===== config.mk =====
export PLATFORM = sky130hd
export DESIGN_NAME = blackparrot_fpga_host_io_master
export DESIGN_NICKNAME = d
export VERILOG_FILES = /design/src/rtl/blackparrot_fpga_host_io_master.sv
export SDC_FILE = /design/constraint.sdc
export NUM_CORES = 2
export LEC_CHECK = 0
export BUFFER_PORTS_ARGS = -buffer_cell sky130_fd_sc_hd__buf_2
export CORE_UTILIZATION = 30
export CTS_CLUSTER_DIAMETER = 200
export DETAILED_ROUTE_END_ITERATION = 8
export GPL_TIMING_DRIVEN = 0
export MAX_ROUTING_LAYER = met4
export PLACE_DENSITY = 0.52
export SLEW_MARGIN = 20
export SYNTH_ARGS = -nofsm -noshare
export SYNTH_HDL_FRONTEND = slang
export SYNTH_SLANG_ARGS = --single-unit
export TNS_END_PERCENT = 30

===== constraint.sdc =====
create_clock -name clk_i -period 4.5 [get_ports clk_i]
set_input_delay 0.225 -clock clk_i [delete_from_list [all_inputs] [get_ports clk_i]]
set_output_delay 0.225 -clock clk_i [all_outputs]
set_load 0.005 [all_outputs]

===== src/rtl/blackparrot_fpga_host_io_master.sv =====
// Host-to-BlackParrot MMIO initiator.
// The host streams 32b command words (hdr, addr_lo, addr_hi[, data_lo, data_hi])
// into a command FIFO. An FSM turns each command into one single-beat AXI4 read
// or write, and read data returns to the host through a response FIFO.
// Optional feature macro: BP_HOST_IO_MASTER_WRITE_ACK_EN. When it is defined,
// every write also returns one response word {30'b0, bresp}.
module blackparrot_fpga_host_io_master #(
   parameter int M_AXI_ADDR_WIDTH  = 64,
   parameter int M_AXI_DATA_WIDTH  = 64,
   parameter int M_AXI_ID_WIDTH    = 4,
   parameter int fifo_data_width_p = 32,
   parameter int HOST_FIFO_ELS     = 64
) (
   input  logic                          clk_i,
   input  logic                          reset_i,
   input  logic                          cmd_v_i,
   input  logic [fifo_data_width_p-1:0]  cmd_data_i,
   output logic                          cmd_ready_and_o,
   output logic                          resp_v_o,
   output logic [fifo_data_width_p-1:0]  resp_data_o,
   input  logic                          resp_yumi_i,
   output logic [31:0]                   resp_count_o,
   output logic [31:0]                   error_count_o,
   output logic [M_AXI_ADDR_WIDTH-1:0]   m_axi_awaddr,
   output logic                          m_axi_awvalid,
   output logic [2:0]                    m_axi_awsize,
   input  logic                          m_axi_awready,
   output logic [M_AXI_ID_WIDTH-1:0]     m_axi_awid,
   output logic [7:0]                    m_axi_awlen,
   output logic [1:0]                    m_axi_awburst,
   output logic                          m_axi_awlock,
   output logic [3:0]                    m_axi_awcache,
   output logic [2:0]                    m_axi_awprot,
   output logic [3:0]                    m_axi_awqos,
   output logic [3:0]                    m_axi_awregion,
   output logic [M_AXI_DATA_WIDTH-1:0]   m_axi_wdata,
   output logic [M_AXI_DATA_WIDTH/8-1:0] m_axi_wstrb,
   output logic                          m_axi_wvalid,
   output logic                          m_axi_wlast,
   input  logic                          m_axi_wready,
   input  logic                          m_axi_bvalid,
   input  logic [M_AXI_ID_WIDTH-1:0]     m_axi_bid,
   input  logic [1:0]                    m_axi_bresp,
   output logic                          m_axi_bready,
   output logic [M_AXI_ADDR_WIDTH-1:0]   m_axi_araddr,
   output logic                          m_axi_arvalid,
   output logic [2:0]                    m_axi_arsize,
   input  logic                          m_axi_arready,
   output logic [M_AXI_ID_WIDTH-1:0]     m_axi_arid,
   output logic [7:0]                    m_axi_arlen,
   output logic [1:0]                    m_axi_arburst,
   output logic                          m_axi_arlock,
   output logic [3:0]                    m_axi_arcache,
   output logic [2:0]                    m_axi_arprot,
   output logic [3:0]                    m_axi_arqos,
   output logic [3:0]                    m_axi_arregion,
   input  logic [M_AXI_DATA_WIDTH-1:0]   m_axi_rdata,
   input  logic                          m_axi_rvalid,
   input  logic [M_AXI_ID_WIDTH-1:0]     m_axi_rid,
   input  logic                          m_axi_rlast,
   input  logic [1:0]                    m_axi_rresp,
   output logic                          m_axi_rready
);

   localparam int ptr_w = $clog2(HOST_FIFO_ELS);
   localparam logic [ptr_w:0] fifo_full_cnt = (ptr_w+1)'(HOST_FIFO_ELS);

   localparam logic [3:0] S_HDR  = 4'd0;
   localparam logic [3:0] S_ALO  = 4'd1;
   localparam logic [3:0] S_AHI  = 4'd2;
   localparam logic [3:0] S_DLO  = 4'd3;
   localparam logic [3:0] S_DHI  = 4'd4;
   localparam logic [3:0] S_AW_W = 4'd5;
   localparam logic [3:0] S_B    = 4'd6;
   localparam logic [3:0] S_AR   = 4'd7;
   localparam logic [3:0] S_R    = 4'd8;
   localparam logic [3:0] S_RLO  = 4'd9;
   localparam logic [3:0] S_RHI  = 4'd10;
`ifdef BP_HOST_IO_MASTER_WRITE_ACK_EN
   localparam logic [3:0] S_ACK  = 4'd11;
   logic [1:0] bresp_r;
`endif

   logic [3:0]  state_r;
   logic        is_write_r;
   logic [1:0]  size_r;
   logic [63:0] addr_r, data_r, rdata_r;
   logic [63:0] rdata_shifted, rdata_aligned;
   logic [7:0]  byte_mask;
   logic        awvalid_r, wvalid_r, arvalid_r;
   logic [31:0] error_count_r;
   logic        err_hit;

   // Command FIFO: power-of-two depth, so the pointers wrap on their own
   logic [31:0]    cmd_mem [HOST_FIFO_ELS];
   logic [ptr_w-1:0] cmd_wptr, cmd_rptr;
   logic [ptr_w:0] cmd_count;
   logic           cmd_v, cmd_push, cmd_pop, fetch;
   logic [31:0]    cmd_word;

   // Response FIFO: filled only by the FSM, drained by the host
   logic [31:0]    resp_mem [HOST_FIFO_ELS];
   logic [ptr_w-1:0] resp_wptr, resp_rptr;
   logic [ptr_w:0] resp_count;
   logic           resp_ready, resp_push_v, resp_push, resp_pop;
   logic [31:0]    resp_push_data;

   logic unused_axi_bits;
   assign unused_axi_bits = ^{m_axi_bid, m_axi_rid, m_axi_rlast};

   assign fetch = (state_r == S_HDR) || (state_r == S_ALO) || (state_r == S_AHI)
               || (state_r == S_DLO) || (state_r == S_DHI);
   assign cmd_v           = (cmd_count != '0);
   assign cmd_word        = cmd_mem[cmd_rptr];
   assign cmd_ready_and_o = (cmd_count != fifo_full_cnt);
   assign cmd_push        = cmd_v_i & cmd_ready_and_o;
   assign cmd_pop         = cmd_v & fetch;

   assign resp_ready   = (resp_count != fifo_full_cnt);
   assign resp_v_o     = (resp_count != '0);
   assign resp_data_o  = resp_mem[resp_rptr];
   assign resp_push    = resp_push_v & resp_ready;
   assign resp_pop     = resp_yumi_i & resp_v_o;
   assign resp_count_o = 32'(resp_count);

   // Command storage; occupancy gates every read so no reset is needed
   always_ff @(posedge clk_i) begin
      if (cmd_push) cmd_mem[cmd_wptr] <= cmd_data_i;
   end

   // Command FIFO pointers and occupancy
   always_ff @(posedge clk_i) begin
      if (reset_i) begin
         cmd_wptr  <= '0;
         cmd_rptr  <= '0;
         cmd_count <= '0;
      end else begin
         if (cmd_push) cmd_wptr <= cmd_wptr + ptr_w'(1);
         if (cmd_pop)  cmd_rptr <= cmd_rptr + ptr_w'(1);
         cmd_count <= cmd_count + (ptr_w+1)'(cmd_push) - (ptr_w+1)'(cmd_pop);
      end
   end

   // Response storage
   always_ff @(posedge clk_i) begin
      if (resp_push) resp_mem[resp_wptr] <= resp_push_data;
   end

   // Response FIFO pointers and occupancy
   always_ff @(posedge clk_i) begin
      if (reset_i) begin
         resp_wptr  <= '0;
         resp_rptr  <= '0;
         resp_count <= '0;
      end else begin
         if (resp_push) resp_wptr <= resp_wptr + ptr_w'(1);
         if (resp_pop)  resp_rptr <= resp_rptr + ptr_w'(1);
         resp_count <= resp_count + (ptr_w+1)'(resp_push) - (ptr_w+1)'(resp_pop);
      end
   end

   // Byte lane enables for the access size, and read data realigned to byte 0
   always_comb begin
      rdata_shifted = m_axi_rdata >> {addr_r[2:0], 3'b000};
      case (size_r)
         2'd0: begin byte_mask = 8'h01; rdata_aligned = {56'b0, rdata_shifted[7:0]};  end
         2'd1: begin byte_mask = 8'h03; rdata_aligned = {48'b0, rdata_shifted[15:0]}; end
         2'd2: begin byte_mask = 8'h0F; rdata_aligned = {32'b0, rdata_shifted[31:0]}; end
         default: begin byte_mask = 8'hFF; rdata_aligned = rdata_shifted; end
      endcase
   end

   // Words the FSM offers to the response FIFO in its push states
   always_comb begin
      resp_push_v    = 1'b0;
      resp_push_data = '0;
      case (state_r)
         S_RLO: begin resp_push_v = 1'b1; resp_push_data = rdata_r[31:0];  end
         S_RHI: begin resp_push_v = 1'b1; resp_push_data = rdata_r[63:32]; end
`ifdef BP_HOST_IO_MASTER_WRITE_ACK_EN
         S_ACK: begin resp_push_v = 1'b1; resp_push_data = {30'b0, bresp_r}; end
`endif
         default: ;
      endcase
   end

   assign m_axi_awaddr   = addr_r;
   assign m_axi_awsize   = {1'b0, size_r};
   assign m_axi_awvalid  = awvalid_r;
   assign m_axi_awid     = '0;
   assign m_axi_awlen    = 8'd0;
   assign m_axi_awburst  = 2'b01;
   assign m_axi_awlock   = 1'b0;
   assign m_axi_awcache  = 4'b0011;
   assign m_axi_awprot   = 3'b000;
   assign m_axi_awqos    = 4'b0000;
   assign m_axi_awregion = 4'b0000;
   assign m_axi_wdata    = data_r << {addr_r[2:0], 3'b000};
   assign m_axi_wstrb    = byte_mask << addr_r[2:0];
   assign m_axi_wvalid   = wvalid_r;
   assign m_axi_wlast    = 1'b1;
   assign m_axi_bready   = (state_r == S_B);
   assign m_axi_araddr   = addr_r;
   assign m_axi_arsize   = {1'b0, size_r};
   assign m_axi_arvalid  = arvalid_r;
   assign m_axi_arid     = '0;
   assign m_axi_arlen    = 8'd0;
   assign m_axi_arburst  = 2'b01;
   assign m_axi_arlock   = 1'b0;
   assign m_axi_arcache  = 4'b0011;
   assign m_axi_arprot   = 3'b000;
   assign m_axi_arqos    = 4'b0000;
   assign m_axi_arregion = 4'b0000;
   assign m_axi_rready   = (state_r == S_R);

   assign err_hit = ((state_r == S_B) && m_axi_bvalid && (m_axi_bresp != 2'b00))
                 || ((state_r == S_R) && m_axi_rvalid && (m_axi_rresp != 2'b00));
   assign error_count_o = error_count_r;

   // Saturating count of error responses from the slave
   always_ff @(posedge clk_i) begin
      if (reset_i)                               error_count_r <= '0;
      else if (err_hit && (error_count_r != '1)) error_count_r <= error_count_r + 32'd1;
   end

   // Command sequencer: fetch words, run one AXI transaction, return its results
   always_ff @(posedge clk_i) begin
      if (reset_i) begin
         state_r    <= S_HDR;
         is_write_r <= 1'b0;
         size_r     <= '0;
         addr_r     <= '0;
         data_r     <= '0;
         rdata_r    <= '0;
         awvalid_r  <= 1'b0;
         wvalid_r   <= 1'b0;
         arvalid_r  <= 1'b0;
`ifdef BP_HOST_IO_MASTER_WRITE_ACK_EN
         bresp_r    <= '0;
`endif
      end else begin
         case (state_r)
            S_HDR: if (cmd_v) begin
               is_write_r <= cmd_word[0];
               size_r     <= cmd_word[2:1];
               state_r    <= S_ALO;
            end
            S_ALO: if (cmd_v) begin
               addr_r[31:0] <= cmd_word;
               state_r      <= S_AHI;
            end
            S_AHI: if (cmd_v) begin
               addr_r[63:32] <= cmd_word;
               if (is_write_r) begin
                  state_r <= S_DLO;
               end else begin
                  arvalid_r <= 1'b1;
                  state_r   <= S_AR;
               end
            end
            S_DLO: if (cmd_v) begin
               data_r[31:0] <= cmd_word;
               state_r      <= S_DHI;
            end
            S_DHI: if (cmd_v) begin
               data_r[63:32] <= cmd_word;
               awvalid_r     <= 1'b1;
               wvalid_r      <= 1'b1;
               state_r       <= S_AW_W;
            end
            S_AW_W: begin
               if (m_axi_awready) awvalid_r <= 1'b0;
               if (m_axi_wready)  wvalid_r  <= 1'b0;
               if ((!awvalid_r || m_axi_awready) && (!wvalid_r || m_axi_wready))
                  state_r <= S_B;
            end
            S_B: if (m_axi_bvalid) begin
`ifdef BP_HOST_IO_MASTER_WRITE_ACK_EN
               bresp_r <= m_axi_bresp;
               state_r <= S_ACK;
            end
            S_ACK: if (resp_ready) begin
`endif
               state_r <= S_HDR;
            end
            S_AR: if (m_axi_arready) begin
               arvalid_r <= 1'b0;
               state_r   <= S_R;
            end
            S_R: if (m_axi_rvalid) begin
               rdata_r <= rdata_aligned;
               state_r <= S_RLO;
            end
            S_RLO: if (resp_ready) state_r <= S_RHI;
            S_RHI: if (resp_ready) state_r <= S_HDR;
            default: state_r <= S_HDR;
         endcase
      end
   end

endmodule


==> results.toml <==
[worst_setup_path]
slowest_delay_ns = 0.64
crit_fanout = 10
critPathKind = "flip-flop to output pin"
critPathRequiredTime_ns = 4.28
crit_path_end_kind = "output pin"
startpoint_type = "flip-flop"
cp_cell_sequence = "buf_4, clkbuf_8, clkbuf_8, mux4_2, mux4_2, a22oi_2, nand2_2, buf_2"
slowest_stage = "mux4_2"
crit_arrival_ns = 4.31

[floorplan]
start_util_pct = 30.2
core_mm2 = 0.570
rows = 277
fp.dieW_um = 759
die_height_um = 759
ios = 488
die-area_mm2 = 0.576

[global_routing]
antenna_found_initial = 56
gr-total-overflow = 0
grt_first_pass_wirelength_um = 761000
grt_max_degree = 65
gr-usage-all-layers_pct = 19.3
first_global_vias = 92776

[sta]
setup_viol = 3
finalHoldViolations = 0
maxSlewViolCount = 0
rsz0062_at_grt = "yes"
worst_slack_ns = -0.0374
max_freq_ghz = 0.220
worst_slew_pin_slew_ns = 1.26
maxSlewHeadroom_pct = 16.1
setup_tns_ns = -0.0528
period_share_pct = 101
min_period_ns = 4.54
finalClockSkew_ns = 0.0748

[yosys]
synthesis.yosys.warnings = 0
yosysUniqueCellTypes = 71
synthMostInstantiatedCell = "edfxtp_1"
syn_area_per_cell_um2 = 20.4
netlist_area_mm2 = 0.172
ys_async_sr_fraction_pct = 0
ys_ff_latch = 4380
synth_top_area_cell = "edfxtp_1"
synthTopCellsByCount = "edfxtp_1 (4096), mux4_2 (1063), mux2i_1 (443)"
synth_top_area_share_pct = 71.5
yosysSeqAreaShare_pct = 74.8
synth_edf_count = 4096
synthCells = 8421
synth_top_cells_by_area = "edfxtp_1 (72%), mux4_2 (14%), dfxtp_1 (3.3%)"
synth_ff_type = "edfxtp_1"

[route]
avgViaCountPerCell = 5.24
antenna_left = 0
drc = 0
wl_per_cell_um = 31.6
num_vias = 92495
wl_um = 558000
drt-initial-drc-count = 11713
firstDrtPassIters = 8

[clock_network]
clockBufferDepth = 4
path_clk_slew_ns = 0.06
clock_sinks = 4380
clk-insertion-delay-late_ns = 1.02
cts-root-buf = "clkbuf_16"
cts-buffers-inserted = 438
htreeDepth = 5
cts_tree = "yes"

[final_layout]
multi_input_area_mm2 = 0.0415
fillers = 52172
syn2layout_area_growth_pct = 20.0
drive_gt1_share_pct = 29.8
fin_nets = 9864
ff_latch_area_mm2 = 0.129

[power_and_ir_drop]
p_sw_share_pct = 29.0
power_mw = 102
ir_worst_vdd_mv = 0.415
pwr-share-clk_pct = 34.5
power_density_mw_per_mm2 = 496
internal-power_mw = 72.7
pwr-share-seq_pct = 44.8
p_comb_share_pct = 20.7
p_leak_nw = 64.9
p_sw_mw = 29.7

[job]
maxCapViolations = 0

[placed_design]
pre_cts_ws_ns = -1.20
hpwl_um = 395000
io_buffers = 389
place_congestion = 0.903

[status]
status = "complete, but fails checks"
violations = "setup timing"

[hold_path]
hp-class = "input port to flip-flop"
-- layer usage --
metal | wire length (um) | up-vias | track usage (%)
met5 | 0 | - | -
li1 | - | 37565 | -
met2 | 270000 | 4144 | 31.3
met4 | 22700 | 0 | 6.41
met1 | 223000 | 49985 | 24.6
met3 | 42800 | 801 | 3.27
-- final cells by class --
type,count,area share (%)
Clock inverter,246,0.915
Buffer,662,1.92
Timing Repair Buffer,777,4.34
Inverter,28,0.0509
Antenna cell,32,0.0388
Sequential cell,4380,62.4
Multi-Input combinational cell,3434,20.1
Clock buffer,566,5.69
Tap cell,7533,4.57
-- per-stage QoR --
step / util (%) / cell area, um2 / hold WS (ns) / std cells
floorplan: - / 172000 / 0.324 / 8507
finish: 36.2 / 206000 / 0.0764 / 17658
global placement: 32.2 / 184000 / 0.457 / 16429
global route: 36.2 / 206000 / 0.0722 / 17643
detailed placement: 33.4 / 190000 / 0.464 / 16664
CTS: 36.1 / 206000 / 0.00434 / 17602
-- final timing paths --
path,start,slack [ns],to,cells past startpoint
setup reg to reg,flip-flop,-0.01,data_r[31]$_SDFFE_PP0P_,9
hold reg to reg,data_r[34]$_SDFFE_PP0P_,0.47,data_r[34]$_SDFFE_PP0P_,2
hold / removal,m_axi_rdata[22],0.08,rdata_r[6]$_SDFFE_PP0P_,4
setup / recovery,flip-flop,-0.04,resp_data_o[13],8
-- power groups by stage --
stage | Clock [mW] | Combinational, mW | Sequential [mW]
2_1_floorplan | 0 | 11.9 | 45.8
3_3_place_gp | 0 | 20.0 | 46.6
3_5_place_dp | 0 | 20.5 | 46.6
4_1_cts | 35.8 | 21.1 | 45.8
5_1_grt | 37.3 | 22.1 | 45.8
6_report | 35.3 | 21.2 | 45.8
-- critical path: cells and delay by family (launching register included) --
kind | cells | cell delay [ns]
buffers and inverters | 4 | 1.06
multiplexers | 2 | 1.03
AO/OA/AOI/OAI | 1 | 0.64
flip-flops | 1 | 0.32
AND/OR/NAND/NOR | 1 | 0.24
-- repair_timing --
action | 4_1_cts | 5_1_grt
buffers inserted | 24 | 19
hold endpoints to repair | 1604 | 320
endpoints found under the setup margin | 434 | 328
hold buffers | 105 | 5
pin swaps | 37 | 8
gates resized for setup | 270 | 29
-- registers in the layout (all words and copies together) (netlist names), 7 cells and up, named ones only --
| name | count |
|---|---|
| rdata_r | 64 |
| m_axi_araddr | 64 |
| cmd_count | 7 |
| resp_count | 7 |
| data_r | 64 |
| cmd_mem | 2048 |
| error_count_o | 32 |
| resp_mem | 2048 |
-- layout by cell type, fill, tap and decap left out, types with 110 or more instances in the layout --
cell type,netlist,layout
nor2_4,0,128
a22oi_1,301,282
clkbuf_1,286,309
mux4_2,1063,1063
dlygate4sd3_1,0,110
dfxtp_1,284,284
buf_16,0,114
mux2i_1,443,443
buf_12,0,113
nor2_1,359,231
clkbuf_16,0,448
nand2_1,213,208
buf_4,161,268
a21oi_1,165,165
edfxtp_1,4096,4096
buf_2,128,454
clkinv_1,0,118
-- kinds of logic after synthesis --
logic type | Yosys count | share of synthesized area [%]
flops | 4380 | 74.8
simple gates | 870 | 2.30
mux | 1547 | 16.8
xor+xnor | 52 | 0.265
other cells | 2 | 0.00437
compound gates | 852 | 3.58
buf+inv | 693 | 2.07
fa+ha+maj | 25 | 0.191
Note: power is estimated with default switching activity, not from simulation.
